===== config.mk =====
export PLATFORM = sky130hd
export DESIGN_NAME = alu_wb_queue_flat
export DESIGN_NICKNAME = d
export VERILOG_FILES = /design/src/rtl/alu_wb_queue_if.sv /design/src/rtl/alu_wb_queue.sv /design/src/flat_wrapper.sv
export SDC_FILE = /design/constraint.sdc
export NUM_CORES = 1
export LEC_CHECK = 0
export ABC_AREA = 1
export CAP_MARGIN = 5
export CELL_PAD_IN_SITES_DETAIL_PLACEMENT = 1
export CELL_PAD_IN_SITES_GLOBAL_PLACEMENT = 1
export CORE_AREA = 2 2 195 197
export DETAILED_ROUTE_END_ITERATION = 8
export DIE_AREA = 0 0 197 199
export HOLD_SLACK_MARGIN = 0.15
export PLACE_DENSITY_LB_ADDON = 0.1
export SKIP_CTS_REPAIR_TIMING = 1
export SYNTH_ARGS = -nofsm -noshare
export SYNTH_HDL_FRONTEND = slang
export SYNTH_SLANG_ARGS = --single-unit
export TNS_END_PERCENT = 30

===== constraint.sdc =====
create_clock -name clk -period 19.4 [get_ports clk]
set_clock_uncertainty 0.05 [all_clocks]
set_input_delay 2.91 -clock clk [delete_from_list [all_inputs] [get_ports clk]]
set_output_delay 2.91 -clock clk [all_outputs]
set_load 0.005 [all_outputs]

===== src/rtl/alu_wb_queue_if.sv =====
// alu_wb_queue_if: bundles the ALU-result enqueue ports, the register-file
// writeback handshake and the forwarding lookup of alu_wb_queue.
//   master : the environment (ALU pair, register file, issue stage)
//   slave  : the queue itself
//
// Handshakes:
//   enqueue   - a slot with inN_valid=1 is taken on a clk edge only when
//               in_ready=1. When in_ready=0 the producer must hold both slots.
//   writeback - the head moves to the register file on an edge where
//               wb_valid=1 and wb_ready=1. wb_rd/wb_data stay stable while
//               wb_valid=1 and wb_ready=0.
interface alu_wb_queue_if #(
  parameter int DATA_W = 32,
  parameter int RD_W   = 5
);
  logic              in0_valid;
  logic [RD_W-1:0]   in0_rd;
  logic [DATA_W-1:0] in0_data;
  logic              in1_valid;
  logic [RD_W-1:0]   in1_rd;
  logic [DATA_W-1:0] in1_data;
  logic              in_ready;
  logic              wb_valid;
  logic [RD_W-1:0]   wb_rd;
  logic [DATA_W-1:0] wb_data;
  logic              wb_ready;
  logic [RD_W-1:0]   fwd_rd;
  logic              fwd_hit;
  logic [DATA_W-1:0] fwd_data;

  modport master (
    output in0_valid, in0_rd, in0_data, in1_valid, in1_rd, in1_data,
    output wb_ready, fwd_rd,
    input  in_ready, wb_valid, wb_rd, wb_data, fwd_hit, fwd_data
  );

  modport slave (
    input  in0_valid, in0_rd, in0_data, in1_valid, in1_rd, in1_data,
    input  wb_ready, fwd_rd,
    output in_ready, wb_valid, wb_rd, wb_data, fwd_hit, fwd_data
  );
endinterface


===== src/rtl/alu_wb_queue.sv =====
// alu_wb_queue: writeback queue between the dual ALU execute stage and the
// single register-file write port. Takes up to two results per cycle (slot 0
// older than slot 1), keeps them in program order in a circular FIFO and
// drains one per cycle. A forwarding lookup returns the youngest queued value
// for a destination register.
// Ports:
//   clk   - rising-edge clock
//   rst_n - synchronous active-low reset (clears pointers, count and storage)
//   flush - synchronous clear of all entries (pointers and count only)
//   bus   - alu_wb_queue_if.slave: in0/in1 slots, in_ready, wb_* handshake,
//           fwd_rd lookup with fwd_hit/fwd_data
//   count - number of occupied entries
module alu_wb_queue #(
  parameter int DEPTH  = 4,
  parameter int DATA_W = 32,
  parameter int RD_W   = 5
) (
  input  logic                   clk,
  input  logic                   rst_n,
  input  logic                   flush,
  alu_wb_queue_if.slave          bus,
  output logic [$clog2(DEPTH):0] count
);
  localparam int PW = $clog2(DEPTH);
  localparam int CW = PW + 1;

  logic [RD_W-1:0]   rd_mem   [DEPTH];
  logic [DATA_W-1:0] data_mem [DEPTH];
  logic [PW-1:0]     head;
  logic [PW-1:0]     tail;

  logic              in_ready;
  logic              acc0;
  logic              acc1;
  logic              deq;
  logic [1:0]        enq_n;
  logic [PW-1:0]     wr_idx1;

  // in_ready looks only at the registered count so that a full cycle always
  // has room for two results, independent of a same-cycle dequeue.
  assign in_ready = (count <= CW'(DEPTH - 2));
  // Results for x0 are dropped: the register is hardwired to zero.
  assign acc0     = bus.in0_valid && in_ready && (bus.in0_rd != '0);
  assign acc1     = bus.in1_valid && in_ready && (bus.in1_rd != '0);
  assign enq_n    = {1'b0, acc0} + {1'b0, acc1};
  assign deq      = bus.wb_valid && bus.wb_ready;
  // Slot 1 goes right after slot 0 when both land, otherwise at tail.
  assign wr_idx1  = acc0 ? (tail + PW'(1)) : tail;

  assign bus.in_ready = in_ready;
  assign bus.wb_valid = (count != '0);
  assign bus.wb_rd    = rd_mem[head];
  assign bus.wb_data  = data_mem[head];

  always_ff @(posedge clk) begin
    if (!rst_n) begin
      head  <= '0;
      tail  <= '0;
      count <= '0;
      for (int i = 0; i < DEPTH; i++) begin
        rd_mem[i]   <= '0;
        data_mem[i] <= '0;
      end
    end else if (flush) begin
      // Same-cycle enqueue and dequeue are discarded.
      head  <= '0;
      tail  <= '0;
      count <= '0;
    end else begin
      if (acc0) begin
        rd_mem[tail]   <= bus.in0_rd;
        data_mem[tail] <= bus.in0_data;
      end
      if (acc1) begin
        rd_mem[wr_idx1]   <= bus.in1_rd;
        data_mem[wr_idx1] <= bus.in1_data;
      end
      tail  <= tail + PW'(enq_n);
      head  <= head + PW'(deq);
      count <= count + CW'(enq_n) - CW'(deq);
    end
  end

  // Forwarding: walk occupied entries oldest-to-youngest (offset i back from
  // tail-1, largest offset first) so the youngest match is the last to write.
  always_comb begin
    logic [PW-1:0] idx;
    idx          = '0;
    bus.fwd_hit  = 1'b0;
    bus.fwd_data = '0;
    for (int i = DEPTH - 1; i >= 0; i--) begin
      idx = tail - PW'(i) - PW'(1);
      if ((CW'(i) < count) && (bus.fwd_rd != '0) && (rd_mem[idx] == bus.fwd_rd)) begin
        bus.fwd_hit  = 1'b1;
        bus.fwd_data = data_mem[idx];
      end
    end
  end
endmodule


===== src/flat_wrapper.sv =====
// flat-port wrapper written by rule: the top's interface ports become plain ports
module alu_wb_queue_flat 
#(
  parameter int DEPTH  = 4,
  parameter int DATA_W = 32,
  parameter int RD_W   = 5
)
  (clk, rst_n, flush, count, bus_in0_valid, bus_in0_rd, bus_in0_data, bus_in1_valid, bus_in1_rd, bus_in1_data, bus_wb_ready, bus_fwd_rd, bus_in_ready, bus_wb_valid, bus_wb_rd, bus_wb_data, bus_fwd_hit, bus_fwd_data);
  alu_wb_queue_if #(.DATA_W(DATA_W), .RD_W(RD_W)) bus_i ();
  input  logic clk;
  input  logic rst_n;
  input  logic flush;
  output logic [$clog2(DEPTH):0] count;
  input wire logic [$bits(bus_i.in0_valid)-1:0] bus_in0_valid;
  input wire logic [$bits(bus_i.in0_rd)-1:0] bus_in0_rd;
  input wire logic [$bits(bus_i.in0_data)-1:0] bus_in0_data;
  input wire logic [$bits(bus_i.in1_valid)-1:0] bus_in1_valid;
  input wire logic [$bits(bus_i.in1_rd)-1:0] bus_in1_rd;
  input wire logic [$bits(bus_i.in1_data)-1:0] bus_in1_data;
  input wire logic [$bits(bus_i.wb_ready)-1:0] bus_wb_ready;
  input wire logic [$bits(bus_i.fwd_rd)-1:0] bus_fwd_rd;
  output wire logic [$bits(bus_i.in_ready)-1:0] bus_in_ready;
  output wire logic [$bits(bus_i.wb_valid)-1:0] bus_wb_valid;
  output wire logic [$bits(bus_i.wb_rd)-1:0] bus_wb_rd;
  output wire logic [$bits(bus_i.wb_data)-1:0] bus_wb_data;
  output wire logic [$bits(bus_i.fwd_hit)-1:0] bus_fwd_hit;
  output wire logic [$bits(bus_i.fwd_data)-1:0] bus_fwd_data;
  assign bus_i.in0_valid = bus_in0_valid;
  assign bus_i.in0_rd = bus_in0_rd;
  assign bus_i.in0_data = bus_in0_data;
  assign bus_i.in1_valid = bus_in1_valid;
  assign bus_i.in1_rd = bus_in1_rd;
  assign bus_i.in1_data = bus_in1_data;
  assign bus_i.wb_ready = bus_wb_ready;
  assign bus_i.fwd_rd = bus_fwd_rd;
  assign bus_in_ready = bus_i.in_ready;
  assign bus_wb_valid = bus_i.wb_valid;
  assign bus_wb_rd = bus_i.wb_rd;
  assign bus_wb_data = bus_i.wb_data;
  assign bus_fwd_hit = bus_i.fwd_hit;
  assign bus_fwd_data = bus_i.fwd_data;
  alu_wb_queue #(.DEPTH(DEPTH), .DATA_W(DATA_W), .RD_W(RD_W)) u_core (.clk(clk), .rst_n(rst_n), .flush(flush), .bus(bus_i), .count(count));
endmodule

==> results.cfg, run 1 <==
[yosys]
yosysSeqAreaShare = 0.3677
syn_area_per_cell_um2 = 7.096
synth_compound_gate_area_share = 0.2260
synth_top_area_share = 0.3565
synth_top_family_by_area = simple AND/OR/NAND/NOR gates
synth_edf_count = 148
synth-xor-area-share = 0.006323
post_synth_main_area_contributors = edfxtp_1, nand2_1, o21ai_0, o22ai_1, a21oi_1
syn_nets = 1849
synth_simple_gate_area_frac = 0.2408
ys_types = 34
synth.largest_area_cell = edfxtp_1
synth_seq_cells = 155
ys_warn_count = 0
async_reset_ff_frac = 0
syn_area_um2 = 12470
ys.flop_type = edfxtp_1
synth_fa_ha_area_frac = 0.007627
muxShareOfSynthArea = 0.05138
synthCells = 1757

[die]
dieHeight_um = 199
die_area_um2 = 39200
ios = 160
start_util = 0.3357
num_rows = 71
coreArea_um2 = 37130
dieWidth_um = 197

[pwr]
cellPowerDensity_nw_per_um2 = 92.79
power.leakage_uw = 0.005790
ir_drop_mv = 0.07296

[place]
dp_cells = 2266
io_buffers = 159
gp_congestion = 0.8487
hpwlAfterDp_mm = 32.33

[sta]
grt_setup_unrepaired = false
finalCritPeriodShare = 0.4939
setup_tns_ps = 0
finalSetupViolations = 0
hold_violations = 0
max_freq_mhz = 104.4
worst_pin_slew_ps = 1081
slew_violations = 0
post-route-min-period_ps = 9582
relSlewSlack = 0.2786

[cts]
ctsLongestPathBuffers = 2
cts_tree = done
clock-sinks = 155
clockRootBuffer = clkbuf_16
numCtsBuffers = 17
clk_latency_ps = 440
cts_max_level = 4
clk_pin_slew_ps = 60

[grt]
grt_pass1_wl_mm = 80.46
grt.total_usage = 0.2730
overflow = 0
grt_max_degree = 93
antenna_found_initial = 0
grt_pass1_vias = 13420

[route]
viasPerCell = 5.760
via_count = 13240
drc = 0
wl_mm = 53.50
antenna_left = 0
drtIter0Drc = 968
drt-pass1-iter-count = 5
wire_per_inst_um = 23.28

[setup_path]
worst_setup_path_end_kind = primary output
critPathLaunchType = input port
worstPathArrival_ps = 6620
cp_slowest_stage_delay_ps = 910
criticalPathCategory = in2out
crit_slowest_cell = nand3_2
path_buf_inv = 5
crit_path_frequent_cell = nand2_1
cp_max_fo = 33
crit_chain = clkdlybuf4s50_1 > inv_1 > nand4_1 > nand2_1 > inv_1 > nand2_1 > nor2_4 > buf_4 > nand3_2 > nand2_1 > nand3_1 > a21oi_1 > clkdlybuf4s50_1
critPathTopFamily = buffers and inverters
cp.required_ps = 16440

[flow_run]
cap_violations = 0

[cells_and_area]
fin_cells = 2298
syn2layout_area_growth_pct = 19.18
nets = 1903
diodes = 0
n_fill_cell = 4585
drive_above_1_share = 0.04934
finish.utilization = 0.4001

[outcome]
status = completed

[min_path]
hold_path.class = reg2reg
[power breakdown]
part / internal, uW / leakage [uW] / switching [uW]
Clock: 217 / 0.000294 / 149
Sequential: 408 / 0.00160 / 24.6
Combinational: 198 / 0.00390 / 382
[worst reg2reg max path, stage by stage, from the launching register on]
cell,delay (ps)
dfxtp_4,360
inv_2,530
buf_4,660
nand2_1,110
nand2_1,350
o21ai_1,250
nand3_4,160
buf_4,770
o21ai_0,230
[sequential cells by signal, summed over array words and instances, names as in the netlist]
signal / cells
u_core.data_mem: 128
u_core.rd_mem: 20
u_core.count: 3
u_core.head: 2
u_core.tail: 2
[Yosys cell counts (4+ instances only)]
library cell,instances
clkbuf_1,56
xor2_1,6
nand3_1,116
dfxtp_1,7
inv_2,4
buf_1,15
nor2_1,128
o21ai_1,32
buf_6,4
o22ai_1,114
a21oi_1,138
mux2i_1,64
inv_1,134
nand4_1,66
buf_4,14
nor2_2,4
ha_1,6
o21ai_0,244
buf_2,61
nand2_1,375
edfxtp_1,148
[routing by layer]
| layer | global-route usage | routed length [um] | up-vias | share of wire |
|---|---|---|---|---|
| li1 | - | - | 6245 | - |
| met1 | 0.3542 | 23620 | 6538 | 0.44 |
| met2 | 0.4785 | 26230 | 388 | 0.49 |
| met3 | 0.03408 | 2670 | 66 | 0.050 |
| met4 | 0.07463 | 984 | 0 | 0.018 |
| met5 | 0 | 0 | - | 0 |
[metrics by stage]
| step | hold slack [ps] | worst slack [ps] | instance area [um2] | power (uW) |
|---|---|---|---|---|
| CTS | 608.8 | 9842 | 14860 | 1380 |
| detailed placement | 597.1 | 9859 | 14230 | 1017 |
| floorplan | 485.1 | 11260 | 12470 | 781.8 |
| global placement | 580.7 | 10000 | 14230 | 1005 |
| global route | 642.4 | 9533 | 14860 | 1458 |
| finish | 604.3 | 9818 | 14860 | 1379 |
[cell usage in the layout (no fill, tap or decap), types with 2 or more instances in the layout]
| cell type | n |
|---|---|
| a21oi_1 | 138 |
| nand4_1 | 66 |
| nor2_4 | 4 |
| edfxtp_1 | 148 |
| xnor2_1 | 3 |
| clkbuf_1 | 2 |
| nand3_4 | 3 |
| inv_2 | 3 |
| o21ai_0 | 244 |
| buf_4 | 27 |
| nor2_2 | 4 |
| ha_1 | 6 |
| clkdlybuf4s50_1 | 159 |
| dfxtp_1 | 5 |
| nand2_1 | 375 |
| clkinv_2 | 2 |
| nand3_1 | 105 |
| nand3_2 | 10 |
| clkbuf_16 | 17 |
| nor2_1 | 127 |
| nor3_1 | 2 |
| clkinv_4 | 3 |
| clkinvlp_4 | 3 |
| inv_1 | 134 |
| inv_6 | 2 |
| o21ai_1 | 32 |
| bufinv_16 | 4 |
| mux2i_1 | 64 |
| nand2_2 | 2 |
| xor2_1 | 6 |
| o22ai_1 | 114 |
[logic make-up (layout without fill, tap and decap cells)]
| group | Yosys count | count (layout) |
|---|---|---|
| xor gates and xnor gates | 9 | 9 |
| AOI/OAI and AO/OA | 531 | 531 |
| and+or+nand+nor | 701 | 701 |
| DFF | 155 | 155 |
| muxes | 64 | 64 |
| adders and majority gates | 7 | 7 |
| buffers and inverters | 290 | 357 |
[area by class of cell]
cell class | count | area, um2 | area share
clock inverter | 13 | 191.4 | 0.01288
sequential | 155 | 4589 | 0.3089
multi-input combinational | 1312 | 6731 | 0.4531
inverter | 139 | 525.5 | 0.03537
timing repair buffer | 186 | 1794 | 0.1208
tap | 474 | 593.1 | 0.03992
clock buffer | 19 | 432.9 | 0.02914
[worst paths after layout]
| path | cells past startpoint | slack, ps | to | from |
|---|---|---|---|---|
| max | 13 | 9820 | bus_fwd_data[0] | bus_fwd_rd[3] |
| min | 2 | 600 | u_core.head[1] | u_core.head[1] |
| max reg2reg | 8 | 15640 | u_core.data_mem[3][5] | u_core.tail[0] |
| min reg2reg | 2 | 600 | u_core.head[1] | u_core.head[1] |
Note: power is estimated with default switching activity, not from simulation.
==> run 2: changes to the inputs <==
clock period = 8.1 ns   (was 19.4 ns; I/O delays follow)
==> run 2 against run 1 <==
Non-clock buffer count rose by 1. Highest routed layer unchanged. Core utilization down 0.15 points. Final area decreased by 0.39%. Hold slack got worse by 8.7 ps. Routed wire length down 4.2%. Die area unchanged. Largest power group unchanged. Clock power up 120%. Power grew 130%. Via count fell by 0.26%. Sequential share of layout area grew 0.12 points. Flip-flop and latch count stayed put. Setup slack lost 8300 ps.
==> results.cfg, run 2 (same netlist as run 1, synthesis figures left out) <==
[sta]
finalCritPeriodShare = 0.8137
post-route-min-period_ps = 6591
slew_violations = 0
worst_slack_ps = 1509
worst_pin_slew_ps = 1156
finalSetupViolations = 0
relSlewSlack = 0.2286
grt_setup_unrepaired = false
hold_ws_ps = 595.6
max_freq_mhz = 151.7
setup_tns_ps = 0
hold_violations = 0

[die]
ios = 160
dieWidth_um = 197
die_area_um2 = 39200
coreArea_um2 = 37130
start_util = 0.3357
num_rows = 71
dieHeight_um = 199

[grt]
overflow = 0
grt.total_usage = 0.2618
grt_pass1_vias = 13260
grt_pass1_wl_mm = 77.60
grt_max_degree = 93
antenna_found_initial = 0

[route]
wire_per_inst_um = 22.29
wl_mm = 51.25
wl_met1_mm = 23.39
dr_wl_met2_mm = 24.55
antenna_left = 0
drc = 0
via_count = 13200
viasPerCell = 5.742
drtIter0Drc = 830
wl_met3_mm = 2.322
top_layer = met4
drt-pass1-iter-count = 7

[cells_and_area]
largest-register = u_core.data_mem
drive_above_1_share = 0.04822
final_common_cell = nand2_1
reg.largest.list = u_core.data_mem x128, u_core.rd_mem x20, u_core.count x3
largest_register_ffs = 128
ff_latch_area_um2 = 4589
nets = 1904
final_cell_mix = nand2_1, o21ai_0, clkdlybuf4s50_1
diodes = 0
n_fill_cell = 4631
fin_area_um2 = 14800
multiInputGateArea_um2 = 6731
syn2layout_area_growth_pct = 18.72
finish.utilization = 0.3986

[cts]
numCtsBuffers = 17
cts_tree = done
clk_latency_ps = 440
clock-sinks = 155
clk_pin_slew_ps = 70
cts_max_level = 4
ctsLongestPathBuffers = 2
clockRootBuffer = clkbuf_16

[place]
gp_congestion = 0.9110
io_buffers = 159
dp_slack_ps = 1954
dpl_cell_area_um2 = 14240
hpwlAfterDp_mm = 31.35

[min_path]
whs_path_depth = 2
holdPathEnd = u_core.head[1]
hold_path.class = reg2reg
hp-start = u_core.head[1]

[outcome]
status = completed

[setup_path]
worstReg2RegEnd = u_core.data_mem[2][17]
cp_max_fo = 79
critPathLaunchType = flip-flop
r2r_start = u_core.count[2]
worstPathArrival_ps = 5330
cp.required_ps = 6840
criticalPathCategory = reg2out
r2r_cells = 8
worst_setup_path_end_kind = primary output
r2r_slack_ps = 4700

[pwr]
ir_drop_mv = 0.1477
power.leakage_uw = 0.005766
cellPowerDensity_nw_per_um2 = 216.9

[flow_run]
cap_violations = 0
[run 2: final cells by class]
| cell class | instances | share of cell area |
|---|---|---|
| Clock buffer | 19 | 0.02925 |
| Clock inverter | 13 | 0.008538 |
| Inverter | 139 | 0.03551 |
| Multi-Input combinational cell | 1312 | 0.4548 |
| Sequential cell | 155 | 0.3101 |
| Tap cell | 474 | 0.04007 |
| Timing Repair Buffer | 187 | 0.1217 |
[run 2: worst max path at each step]
stage,startpoint,end,slack (ps),cells after the start
after detailed placement,bus_fwd_rd[3],bus_fwd_data[31],1950,13
final,u_core.tail[0],bus_fwd_data[4],1510,13
after global placement,bus_fwd_rd[3],bus_fwd_data[0],2000,13
after floorplan,bus_in0_rd[4],u_core.data_mem[3][0],1660,4
after global routing,u_core.tail[0],bus_fwd_data[31],1170,13
after CTS,u_core.tail[0],bus_fwd_data[31],1530,13
[run 2: through the flow]
step	cells	total power, uW
finish	2299	3210
global route	2299	3394
CTS	2299	3216
detailed placement	2267	2418
global placement	2267	2385
floorplan	1757	1873
[run 2: metal layers]
metal | track usage | vias up
met5 | 0 | -
met4 | 0.07324 | 0
met3 | 0.02831 | 69
met2 | 0.4519 | 395
met1 | 0.3474 | 6487
li1 | - | 6251
[run 2: power breakdown]
group	internal, uW	switching, uW
registers	978	57.9
clock network	450	356
logic	476	891
[run 2: critical path, stage by stage (launching register included)]
cell,delay (ps)
dfxtp_4,360
buf_4,750
nand2_1,210
nand2_4,470
nand3_1,200
nand2_1,110
nand2_1,80
a21oi_4,120
buf_4,420
nand3_2,830
nand2_1,280
nand3_1,90
a21oi_1,320
clkdlybuf4s50_1,580
